File: src/rtl/ex_stage_muldiv_if.sv
`default_nettype none
// ============================================================================
//  Module      : ex_stage_muldiv_if
//  Description : ID/EX -> EX/MEM bundle for the execute stage (operands,
//                forwarding, handshake and registered result).
//  Revision    : 1.0  initial release
// ============================================================================
interface ex_stage_muldiv_if #(
    parameter int DATA_W  = 32,
    parameter int FW_SRCS = 4
);
    localparam int c_SEL_W = (FW_SRCS > 1) ? $clog2(FW_SRCS) : 1;
    localparam int c_SH_W  = $clog2(DATA_W);

    logic                          valid_in;
    logic                          ready_out;
    logic [3:0]                    op;
    logic [DATA_W-1:0]             rf_rd1;
    logic [DATA_W-1:0]             rf_rd2;
    logic [(FW_SRCS-1)*DATA_W-1:0] fw_bus;
    logic [c_SEL_W-1:0]            fw_sel_a;
    logic [c_SEL_W-1:0]            fw_sel_b;
    logic                          alu_src;
    logic [DATA_W-1:0]             imm;
    logic [c_SH_W-1:0]             shamt;
    logic [4:0]                    reg_dest_in;
    logic                          reg_write_in;
    logic                          stall_in;
    logic                          valid_out;
    logic [DATA_W-1:0]             alu_result;
    logic [DATA_W-1:0]             store_data;
    logic [4:0]                    reg_dest_out;
    logic                          reg_write_out;

    // Pipeline side: drives the instruction and the downstream stall.
    modport master (
        output valid_in, op, rf_rd1, rf_rd2, fw_bus, fw_sel_a, fw_sel_b,
               alu_src, imm, shamt, reg_dest_in, reg_write_in, stall_in,
        input  ready_out, valid_out, alu_result, store_data, reg_dest_out,
               reg_write_out
    );

    // Execute stage side.
    modport slave (
        input  valid_in, op, rf_rd1, rf_rd2, fw_bus, fw_sel_a, fw_sel_b,
               alu_src, imm, shamt, reg_dest_in, reg_write_in, stall_in,
        output ready_out, valid_out, alu_result, store_data, reg_dest_out,
               reg_write_out
    );
endinterface
`default_nettype wire

File: src/rtl/ex_stage_muldiv.sv
`default_nettype none
// ============================================================================
//  Module      : ex_stage_muldiv
//  Description : Execute stage with operand forwarding, single-cycle ALU,
//                fixed-latency multiplier, radix-2 restoring divider and an
//                architectural HI/LO pair, feeding a registered EX/MEM output.
//  Revision    : 1.0  initial release
// ============================================================================
module ex_stage_muldiv #(
    parameter int DATA_W  = 32,
    parameter int FW_SRCS = 4,
    parameter int MUL_LAT = 4
) (
    input  wire logic         clk,
    input  wire logic         rst,
    ex_stage_muldiv_if.slave  bus
);
    localparam int c_SEL_W   = (FW_SRCS > 1) ? $clog2(FW_SRCS) : 1;
    localparam int c_CNT_MAX = (DATA_W > MUL_LAT) ? DATA_W : MUL_LAT;
    localparam int c_CNT_W   = $clog2(c_CNT_MAX + 1);

    localparam logic [3:0] c_OP_ADD  = 4'd0,  c_OP_SUB   = 4'd1,  c_OP_AND  = 4'd2;
    localparam logic [3:0] c_OP_OR   = 4'd3,  c_OP_XOR   = 4'd4,  c_OP_SLT  = 4'd5;
    localparam logic [3:0] c_OP_SLL  = 4'd6,  c_OP_SRL   = 4'd7,  c_OP_MULT = 4'd8;
    localparam logic [3:0] c_OP_MULTU= 4'd9,  c_OP_DIV   = 4'd10, c_OP_DIVU = 4'd11;
    localparam logic [3:0] c_OP_MFHI = 4'd12, c_OP_MFLO  = 4'd13, c_OP_MTHI = 4'd14;
    localparam logic [3:0] c_OP_MTLO = 4'd15;

    localparam logic [1:0] c_S_IDLE = 2'd0, c_S_MUL = 2'd1, c_S_DIV = 2'd2, c_S_DONE = 2'd3;

    logic [1:0]          r_state, w_state_nxt;
    logic [c_CNT_W-1:0]  r_cnt;
    logic [DATA_W-1:0]   r_hi, r_lo;
    logic [2*DATA_W-1:0] r_prod;
    logic [DATA_W-1:0]   r_rem, r_quo, r_dvs, r_dvd_raw;
    logic                r_neg_q, r_neg_r, r_div0;
    logic                r_valid_out, r_reg_write_out;
    logic [DATA_W-1:0]   r_alu_result, r_store_data;
    logic [4:0]          r_reg_dest_out;

    logic [DATA_W-1:0]   w_opa, w_opb, w_opb_alu, w_alu;
    logic                w_accept, w_ready, w_is_mul, w_is_div, w_no_wb;
    logic                w_mul_done, w_div_done;
    logic [2*DATA_W-1:0] w_ma, w_mb, w_prod;
    logic                w_neg_a, w_neg_b;
    logic [DATA_W:0]     w_shift, w_diff;
    logic [DATA_W-1:0]   w_rem_nxt, w_quo_nxt, w_q_fin, w_r_fin;

    assign w_ready  = (r_state == c_S_IDLE) && !bus.stall_in;
    assign w_accept = bus.valid_in && w_ready;
    assign w_is_mul = (bus.op == c_OP_MULT) || (bus.op == c_OP_MULTU);
    assign w_is_div = (bus.op == c_OP_DIV)  || (bus.op == c_OP_DIVU);
    assign w_no_wb  = w_is_mul || w_is_div || (bus.op == c_OP_MTHI) || (bus.op == c_OP_MTLO);

    // Forwarding muxes: select 0 is the register file, select i is FwBus slice i-1.
    always_comb begin
        w_opa = bus.rf_rd1;
        w_opb = bus.rf_rd2;
        for (int i = 1; i < FW_SRCS; i++) begin
            if (bus.fw_sel_a == c_SEL_W'(i)) w_opa = bus.fw_bus[(i-1)*DATA_W +: DATA_W];
            if (bus.fw_sel_b == c_SEL_W'(i)) w_opb = bus.fw_bus[(i-1)*DATA_W +: DATA_W];
        end
    end

    assign w_opb_alu = bus.alu_src ? bus.imm : w_opb;

    // Single-cycle ALU; MTHI/MTLO pass operand A through as their result.
    always_comb begin
        w_alu = '0;
        case (bus.op)
            c_OP_ADD:  w_alu = w_opa + w_opb_alu;
            c_OP_SUB:  w_alu = w_opa - w_opb_alu;
            c_OP_AND:  w_alu = w_opa & w_opb_alu;
            c_OP_OR:   w_alu = w_opa | w_opb_alu;
            c_OP_XOR:  w_alu = w_opa ^ w_opb_alu;
            c_OP_SLT:  w_alu = {{(DATA_W-1){1'b0}}, ($signed(w_opa) < $signed(w_opb_alu))};
            c_OP_SLL:  w_alu = w_opb_alu << bus.shamt;
            c_OP_SRL:  w_alu = w_opb_alu >> bus.shamt;
            c_OP_MFHI: w_alu = r_hi;
            c_OP_MFLO: w_alu = r_lo;
            c_OP_MTHI: w_alu = w_opa;
            c_OP_MTLO: w_alu = w_opa;
            default:   w_alu = '0;
        endcase
    end

    // Product is formed at accept and held until the latency counter expires;
    // sign-extending to 2*DATA_W makes the truncated product correct for MULT.
    assign w_neg_a = (bus.op == c_OP_DIV) && w_opa[DATA_W-1];
    assign w_neg_b = (bus.op == c_OP_DIV) && w_opb[DATA_W-1];
    assign w_ma    = {{DATA_W{(bus.op == c_OP_MULT) && w_opa[DATA_W-1]}}, w_opa};
    assign w_mb    = {{DATA_W{(bus.op == c_OP_MULT) && w_opb[DATA_W-1]}}, w_opb};
    assign w_prod  = w_ma * w_mb;

    // One restoring step on magnitudes; the dividend shifts out of r_quo MSB first.
    assign w_shift   = {r_rem, r_quo[DATA_W-1]};
    assign w_diff    = w_shift - {1'b0, r_dvs};
    assign w_rem_nxt = w_diff[DATA_W] ? w_shift[DATA_W-1:0] : w_diff[DATA_W-1:0];
    assign w_quo_nxt = {r_quo[DATA_W-2:0], ~w_diff[DATA_W]};
    assign w_q_fin   = r_div0 ? '1        : (r_neg_q ? -w_quo_nxt : w_quo_nxt);
    assign w_r_fin   = r_div0 ? r_dvd_raw : (r_neg_r ? -w_rem_nxt : w_rem_nxt);

    assign w_mul_done = (r_state == c_S_MUL) && (r_cnt == c_CNT_W'(MUL_LAT - 1));
    assign w_div_done = (r_state == c_S_DIV) && (r_cnt == c_CNT_W'(DATA_W - 1));

    // State register.
    always_ff @(posedge clk) begin
        if (rst) r_state <= c_S_IDLE;
        else     r_state <= w_state_nxt;
    end

    // Next-state: a finished MULT/DIV parks in DONE while MEM is stalled.
    always_comb begin
        w_state_nxt = r_state;
        case (r_state)
            c_S_IDLE: begin
                if (w_accept && w_is_mul)      w_state_nxt = c_S_MUL;
                else if (w_accept && w_is_div) w_state_nxt = c_S_DIV;
            end
            c_S_MUL:  if (w_mul_done) w_state_nxt = bus.stall_in ? c_S_DONE : c_S_IDLE;
            c_S_DIV:  if (w_div_done) w_state_nxt = bus.stall_in ? c_S_DONE : c_S_IDLE;
            c_S_DONE: if (!bus.stall_in) w_state_nxt = c_S_IDLE;
            default:  w_state_nxt = c_S_IDLE;
        endcase
    end

    // Multi-cycle datapath and HI/LO; HI/LO are written once, on the completion edge.
    always_ff @(posedge clk) begin
        if (rst) begin
            r_cnt <= '0; r_hi <= '0; r_lo <= '0; r_prod <= '0;
            r_rem <= '0; r_quo <= '0; r_dvs <= '0; r_dvd_raw <= '0;
            r_neg_q <= 1'b0; r_neg_r <= 1'b0; r_div0 <= 1'b0;
        end else begin
            if (w_accept) begin
                r_cnt     <= '0;
                r_prod    <= w_prod;
                r_rem     <= '0;
                r_quo     <= w_neg_a ? -w_opa : w_opa;
                r_dvs     <= w_neg_b ? -w_opb : w_opb;
                r_dvd_raw <= w_opa;
                r_neg_q   <= w_neg_a ^ w_neg_b;
                r_neg_r   <= w_neg_a;
                r_div0    <= (w_opb == '0);
                if (bus.op == c_OP_MTHI) r_hi <= w_opa;
                if (bus.op == c_OP_MTLO) r_lo <= w_opa;
            end else if (r_state == c_S_MUL || r_state == c_S_DIV) begin
                r_cnt <= r_cnt + 1'b1;
            end
            if (r_state == c_S_DIV) begin
                r_rem <= w_rem_nxt;
                r_quo <= w_quo_nxt;
            end
            if (w_mul_done) {r_hi, r_lo} <= r_prod;
            if (w_div_done) begin
                r_hi <= w_r_fin;
                r_lo <= w_q_fin;
            end
        end
    end

    // EX/MEM register: holds under stall, emits MULT/DIV results as LO with no writeback.
    always_ff @(posedge clk) begin
        if (rst) begin
            r_valid_out <= 1'b0; r_reg_write_out <= 1'b0; r_alu_result <= '0;
            r_store_data <= '0; r_reg_dest_out <= '0;
        end else if (!bus.stall_in) begin
            if (w_accept) begin
                r_valid_out     <= !(w_is_mul || w_is_div);
                r_alu_result    <= w_alu;
                r_store_data    <= w_opb;
                r_reg_dest_out  <= bus.reg_dest_in;
                r_reg_write_out <= bus.reg_write_in && !w_no_wb;
            end else if (w_mul_done) begin
                r_valid_out <= 1'b1; r_alu_result <= r_prod[DATA_W-1:0]; r_reg_write_out <= 1'b0;
            end else if (w_div_done) begin
                r_valid_out <= 1'b1; r_alu_result <= w_q_fin; r_reg_write_out <= 1'b0;
            end else if (r_state == c_S_DONE) begin
                r_valid_out <= 1'b1; r_alu_result <= r_lo; r_reg_write_out <= 1'b0;
            end else begin
                r_valid_out <= 1'b0;
            end
        end
    end

    assign bus.ready_out     = w_ready;
    assign bus.valid_out     = r_valid_out;
    assign bus.alu_result    = r_alu_result;
    assign bus.store_data    = r_store_data;
    assign bus.reg_dest_out  = r_reg_dest_out;
    assign bus.reg_write_out = r_reg_write_out;
endmodule
`default_nettype wire

File: src/flat_wrapper.sv
// flat-port wrapper written by rule: the top's interface ports become plain ports
module ex_stage_muldiv_flat 
#(
    parameter int DATA_W  = 32,
    parameter int FW_SRCS = 4,
    parameter int MUL_LAT = 4
)
  (clk, rst, bus_valid_in, bus_op, bus_rf_rd1, bus_rf_rd2, bus_fw_bus, bus_fw_sel_a, bus_fw_sel_b, bus_alu_src, bus_imm, bus_shamt, bus_reg_dest_in, bus_reg_write_in, bus_stall_in, bus_ready_out, bus_valid_out, bus_alu_result, bus_store_data, bus_reg_dest_out, bus_reg_write_out);
  ex_stage_muldiv_if #(.DATA_W(DATA_W), .FW_SRCS(FW_SRCS)) bus_i ();
  input  wire logic clk;
  input  wire logic rst;
  input wire logic [$bits(bus_i.valid_in)-1:0] bus_valid_in;
  input wire logic [$bits(bus_i.op)-1:0] bus_op;
  input wire logic [$bits(bus_i.rf_rd1)-1:0] bus_rf_rd1;
  input wire logic [$bits(bus_i.rf_rd2)-1:0] bus_rf_rd2;
  input wire logic [$bits(bus_i.fw_bus)-1:0] bus_fw_bus;
  input wire logic [$bits(bus_i.fw_sel_a)-1:0] bus_fw_sel_a;
  input wire logic [$bits(bus_i.fw_sel_b)-1:0] bus_fw_sel_b;
  input wire logic [$bits(bus_i.alu_src)-1:0] bus_alu_src;
  input wire logic [$bits(bus_i.imm)-1:0] bus_imm;
  input wire logic [$bits(bus_i.shamt)-1:0] bus_shamt;
  input wire logic [$bits(bus_i.reg_dest_in)-1:0] bus_reg_dest_in;
  input wire logic [$bits(bus_i.reg_write_in)-1:0] bus_reg_write_in;
  input wire logic [$bits(bus_i.stall_in)-1:0] bus_stall_in;
  output wire logic [$bits(bus_i.ready_out)-1:0] bus_ready_out;
  output wire logic [$bits(bus_i.valid_out)-1:0] bus_valid_out;
  output wire logic [$bits(bus_i.alu_result)-1:0] bus_alu_result;
  output wire logic [$bits(bus_i.store_data)-1:0] bus_store_data;
  output wire logic [$bits(bus_i.reg_dest_out)-1:0] bus_reg_dest_out;
  output wire logic [$bits(bus_i.reg_write_out)-1:0] bus_reg_write_out;
  assign bus_i.valid_in = bus_valid_in;
  assign bus_i.op = bus_op;
  assign bus_i.rf_rd1 = bus_rf_rd1;
  assign bus_i.rf_rd2 = bus_rf_rd2;
  assign bus_i.fw_bus = bus_fw_bus;
  assign bus_i.fw_sel_a = bus_fw_sel_a;
  assign bus_i.fw_sel_b = bus_fw_sel_b;
  assign bus_i.alu_src = bus_alu_src;
  assign bus_i.imm = bus_imm;
  assign bus_i.shamt = bus_shamt;
  assign bus_i.reg_dest_in = bus_reg_dest_in;
  assign bus_i.reg_write_in = bus_reg_write_in;
  assign bus_i.stall_in = bus_stall_in;
  assign bus_ready_out = bus_i.ready_out;
  assign bus_valid_out = bus_i.valid_out;
  assign bus_alu_result = bus_i.alu_result;
  assign bus_store_data = bus_i.store_data;
  assign bus_reg_dest_out = bus_i.reg_dest_out;
  assign bus_reg_write_out = bus_i.reg_write_out;
  ex_stage_muldiv #(.DATA_W(DATA_W), .FW_SRCS(FW_SRCS), .MUL_LAT(MUL_LAT)) u_core (.clk(clk), .rst(rst), .bus(bus_i));
endmodule
File: config.mk
export PLATFORM = sky130hd
export DESIGN_NAME = ex_stage_muldiv_flat
export DESIGN_NICKNAME = d
export VERILOG_FILES = /design/src/rtl/ex_stage_muldiv_if.sv /design/src/rtl/ex_stage_muldiv.sv /design/src/flat_wrapper.sv
export SDC_FILE = /design/constraint.sdc
export NUM_CORES = 2
export LEC_CHECK = 0
export ABC_AREA = 1
export BUFFER_PORTS_ARGS = -buffer_cell sky130_fd_sc_hd__buf_2
export CORE_MARGIN = 5
export CORE_UTILIZATION = 51
export DETAILED_ROUTE_END_ITERATION = 8
export GPL_TIMING_DRIVEN = 0
export PLACE_DENSITY_LB_ADDON = 0.1
export SLEW_MARGIN = 20
export SYNTH_ARGS = -nofsm -noshare
export SYNTH_HDL_FRONTEND = slang
export SYNTH_SLANG_ARGS = --single-unit
File: constraint.sdc
create_clock -name clk -period 12.45 [get_ports clk]
set_input_delay 1.245 -clock clk [delete_from_list [all_inputs] [get_ports clk]]
set_output_delay 1.245 -clock clk [all_outputs]
set_load 0.02 [all_outputs]
-- After elaboration in Yosys (flattened, before gate mapping)
Cells that the tools add are included.
- register bits: 338
- bits of input ports: 216
- output and inout bits: 72
- word-level logic and storage cells: 146
- $add $sub $neg: 8
- $mul: 1
- order comparisons: 1
- equal/unequal tests: 30
- shift-type cells: 2
- multiplexer cells: 46
- bitwise operators: 6
- reduce and logical (&&, ||, !) cells: 35
- operators by type and width (cell ; count):
    32-bit 2-to-1 mux ; 30
    32-bit case mux with 11 select lines ; 1
    32-bit negation ; 4
    33-bit by 33-bit multiplier with 64-bit output ; 1
    33-bit by 32-bit subtractor with 33-bit output ; 1
    32-bit adder ; 1
    32-bit bitwise AND ; 1
    4-bit == test, second input constant ; 8
    32-bit zero test ; 1
    32-bit less-than comparator ; 1
    32-bit OR ; 1
    32-bit by 5-bit left shift with 32-bit output ; 1
    32-bit by 5-bit right shift with 32-bit output ; 1
    32-bit subtractor ; 1
    32-bit bitwise XOR ; 1
    4-bit by 3-bit == test with 1-bit output, second input constant ; 4
    2-bit == test, second input constant ; 6
    2-bit 2-to-1 mux ; 6
    1-bit logical AND ; 11
    3-bit nonzero test ; 3
    4-bit by 2-bit == test with 1-bit output, second input constant ; 2
    1-bit 2-to-1 mux ; 8
    2-bit case mux with 4 select lines ; 1
    2-bit AND reduction ; 4
    other kinds (18) ; 30

-- Logic depth before layout (Yosys ltp)
- word-level depth: 8
- mapped depth: 46
- gate-level depth less buffers: 42

-- Least setup slack after synthesis
OpenSTA, ideal clock, no wires.
- path kind: input port to flip-flop
- start: input port bus_fw_sel_a[1]
- end: register u_core.r_prod[61]
- setup time: 119 ps
- data arrival time: 9342 ps
- required time: 12331 ps
- slack: 2989 ps
- stages: 32
- buffers on the path: 5
- cell sequence: buf_2 inv_4 nand2_4 buf_6 buf_2 o211ai_1 o21ai_1 clkbuf_1 inv_1 clkbuf_1 nand2_1 nor2_1 fa_1 fa_1 fa_1 inv_1 fa_1 inv_1 fa_1 fa_1 inv_1 fa_1 inv_1 fa_1 ha_1 a21oi_1 o21a_1 o21ai_0 a221oi_1 o221ai_1 o21ai_0 nand2_1
- word-level cells in the longest chain between the ends: 6
- elaborated cells on any way between the ends: 8
- classes of those cells: mul: 1; eq/ne: 3; mux: 3; reduce/logical: 1
- RTL lines (what ; line ; source):
    from (decl) ; flat_wrapper.sv:17 ; input wire logic [$bits(bus_i.fw_sel_a)-1:0] bus_fw_sel_a;
    2-bit by 1-bit == test with 1-bit output ; ex_stage_muldiv.sv:60 ; if (bus.fw_sel_a == c_SEL_W'(i)) w_opa = bus.fw_bus[(i-1)*DATA_W +: DATA_W];
    32-bit 2-to-1 mux (2 in a row) ; ex_stage_muldiv.sv:60 ;
    32-bit 2-to-1 mux * ; ex_stage_muldiv.sv:60 ;
    named net u_core.w_ma[31] ; ex_stage_muldiv.sv:44 ; logic [2*DATA_W-1:0] w_ma, w_mb, w_prod;
    1-bit logical AND ; ex_stage_muldiv.sv:91 ; assign w_ma = {{DATA_W{(bus.op == c_OP_MULT) && w_opa[DATA_W-1]}}, w_opa};
    33-bit by 33-bit multiplier with 64-bit output * ; ex_stage_muldiv.sv:93 ; assign w_prod = w_ma * w_mb;
    to (signal assigned) ; ex_stage_muldiv.sv:136 ; r_prod <= w_prod;
    to (decl) ; ex_stage_muldiv.sv:34 ; logic [2*DATA_W-1:0] r_prod;
The timed path passes the listed nets; every way through them passes the cells marked *.
A chain may end at the register's enable or synchronous reset.

-- Worst setup path in the final report
- start: input port bus_fw_sel_b[0]
- end: register u_core.r_prod[45]
- word-level cells in the longest chain between the ends: 6
- elaborated cells on any way between the ends: 8
- classes of those cells: mul: 1; eq/ne: 3; mux: 3; reduce/logical: 1
- RTL lines (what ; line ; source):
    from (decl) ; flat_wrapper.sv:18 ; input wire logic [$bits(bus_i.fw_sel_b)-1:0] bus_fw_sel_b;
    2-bit by 1-bit == test with 1-bit output ; ex_stage_muldiv.sv:61 ; if (bus.fw_sel_b == c_SEL_W'(i)) w_opb = bus.fw_bus[(i-1)*DATA_W +: DATA_W];
    32-bit 2-to-1 mux (2 in a row) ; ex_stage_muldiv.sv:61 ;
    32-bit 2-to-1 mux * ; ex_stage_muldiv.sv:61 ;
    1-bit logical AND ; ex_stage_muldiv.sv:92 ; assign w_mb = {{DATA_W{(bus.op == c_OP_MULT) && w_opb[DATA_W-1]}}, w_opb};
    33-bit by 33-bit multiplier with 64-bit output * ; ex_stage_muldiv.sv:93 ;
Mark *: on every way between the ends. The rest lies on a longest branch, timed or not.

==> impl_metrics.toml <==
[timing]
max_freq_mhz = 76.9
worst_slack_ps = -560
timing.setup.tns_ps = -1080
slew_violations = 0
rsz0062_at_grt = "false"
final-setup-viol-count = 5
finalClockSkew_ps = 68.0
hold_violations = 0
layout_min_cycle_time_ps = 13010
tightest_slew_ps = 1460
period_share = 1.04
relSlewSlack = 0.0245

[floorplan]
placementRows = 135
coreArea_um2 = 135000
die_x_um = 379
die-area_um2 = 144000
io_pins = 288
die_height_um = 379
initial_core_util = 0.513

[routing]
firstDrtPassIters = 9
route.detailed.drc = 64
wl_um = 408000
vias = 78800
drtAntennaViolNets = 0
drt_iter0_drc = 14100
wl_per_cell_um = 33.7
via_per_inst = 6.52

[worst_setup_path]
cp_slowest_cell = "clkbuf_1"
cp.arrival_ps = 13490
worstPathRequired_ps = 12940
crit_type = "in -> reg"
endpoint_kind = "register"
start_kind = "input port"
crit_path_max_incr_delay_ps = 890
path_common_cell = "fa_1"
crit_fanout = 10

[finish]
multi_input_area_um2 = 53600
regArea_um2 = 6770
area_growth_pct = 8.47
nets = 11900
final_cell_mix = "nand2_1, inv_1, fa_1"
layout_commonest_cell = "nand2_1"
drive_gt1_frac = 0.0758
fin_util = 0.556
fillers = 13400

[logic_synthesis]
async_reset_ff_frac = 0
synth.largest_area_cell = "fa_1"
syn_nets = 11600
synth-edff-count = 0
yosysWarnings = 0
netlist.area_leader.share = 0.325
ys_ff_latch = 338
ys_seq_area_frac = 0.0975
synth_area_leaders = "fa_1, nand2_1, inv_1"
synth_ff_type = "dfxtp_1"
synth_cells = 9867
syn_area_per_cell_um2 = 7.04
synth.cell_area_um2 = 69400
ys_types = 80

[placement]
port-buffer-count = 279
hpwl_um = 334000
place_congestion = 1.18

[worst_hold_path]
hp-class = "reg -> reg"

[global_route]
antenna_found_initial = 56
grt_pass1_wl_um = 556000
grt_start_max_net_pins = 25
overflow = 0
grt_use_total = 0.555
grt_pass1_vias = 74200

[run]
max-cap-violations = 0

[clock_tree]
cts_buffers = 37
clock_path_buffers = 3
insertion_delay_ps = 640
post_cts_buffers = 0
cts.htree.levels = 2
cts_tree = "yes"
cts_num_sinks = 338
path_clk_slew_ps = 70
cts_root_buffer = "clkbuf_16"
holdBufCountCts = 0

[run_status]
violations = "DRC, setup timing"
status = "finished, violations left"
logic make-up (layout without fill, tap and decap cells):
family                     count (synthesis)  in the layout  synth area share
AOI/OAI and AO/OA                       1566           1566             0.131
other                                      0             68                 0
DFF                                      338            338            0.0975
and+or+nand+nor                         3997           3997             0.241
buffers and inverters                   2421           2794             0.134
xor gates and xnor gates                  67             67           0.00845
adders and majority gates               1478           1478             0.388
layout make-up:
| class | count | area share |
|---|---|---|
| tap | 1781 | 0.0296 |
| clock buffer | 48 | 0.0140 |
| inverter | 1910 | 0.0953 |
| timing repair buffer | 307 | 0.0259 |
| multi-input combinational | 7108 | 0.711 |
| clock inverter | 18 | 0.00256 |
| antenna | 68 | 0.00226 |
| buffer | 511 | 0.0291 |
| sequential | 338 | 0.0898 |
what timing repair did:
| action | CTS | global route |
|---|---|---|
| pin swaps | 0 | 0 |
| endpoints found under the setup margin | 1 | 16 |
| gates resized for setup | 1 | 12 |
per-stage QoR:
step | setup slack (ps) | hold slack (ps) | std cells | area, um^2
global placement | -1850 | 439 | 11900 | 73100
CTS | 106 | 458 | 12000 | 75100
detailed placement | -732 | 444 | 12000 | 73900
floorplan | 2990 | 419 | 9867 | 69400
finish | -560 | 460 | 12100 | 75300
global route | 27.8 | 475 | 12000 | 75200
synthesized netlist by cell type (all sizes together) (9+ instances only):
master	instances
a211oi	20
a21boi	10
a21o	21
a21oi	488
a221oi	17
a31oi	91
buf	151
clkbuf	360
clkinv	13
dfxtp	338
fa	1128
ha	350
inv	1897
nand2	2291
nand3	551
nand3b	18
nand4	68
nor2	935
nor3	56
nor4	18
o2111ai	15
o211ai	78
o21a	21
o21ai	597
o21bai	37
o221ai	47
o22ai	90
o31ai	9
or2	43
xnor2	24
xor2	43
critical path, delay by kind of cell:
kind                       cells  cell delay (ps)
AOI/OAI and AO/OA             10             3080
adders and majority gates      9             4790
and+or+nand+nor                7             1550
buffers and inverters          9             2790
layer usage:
layer	GRT usage	vias up	part of all wire
met3	0.303	2135	0.18
met2	0.730	7730	0.37
met5	0.0178	-	0.0017
li1	-	31300	-
met1	0.659	37500	0.34
met4	0.444	46	0.11
final timing paths:
check / slack [ps] / endpoint / from / cells after the start
max: -560 / u_core.r_prod[45] / bus_fw_sel_b[0] / 35
min: 460 / u_core.bus.store_data[0] / u_core.bus.store_data[0] / 2
max reg2reg: 5970 / u_core.bus.alu_result[28] / u_core.r_dvs[0] / 30
min reg2reg: 460 / u_core.bus.store_data[0] / u_core.bus.store_data[0] / 2
registers in the layout (all words and copies together), names as in the netlist:
register                  flops
u_core.r_prod                64
u_core.r_div0                 1
u_core.r_dvd_raw             32
u_core.r_neg_r                1
u_core.bus.valid_out          1
u_core.bus.reg_write_out      1
u_core.r_dvs                 32
u_core.r_neg_q                1
u_core.r_hi                  32
u_core.bus.reg_dest_out       5
u_core.r_quo                 32
u_core.bus.alu_result        32
u_core.r_lo                  32
u_core.r_rem                 32
u_core.r_cnt                  6
u_core.r_state                2
u_core.bus.store_data        32
Power is left out: the tool's default activity adds up to more than one toggle a clock period on the data nets, which glitch-free logic cannot reach.
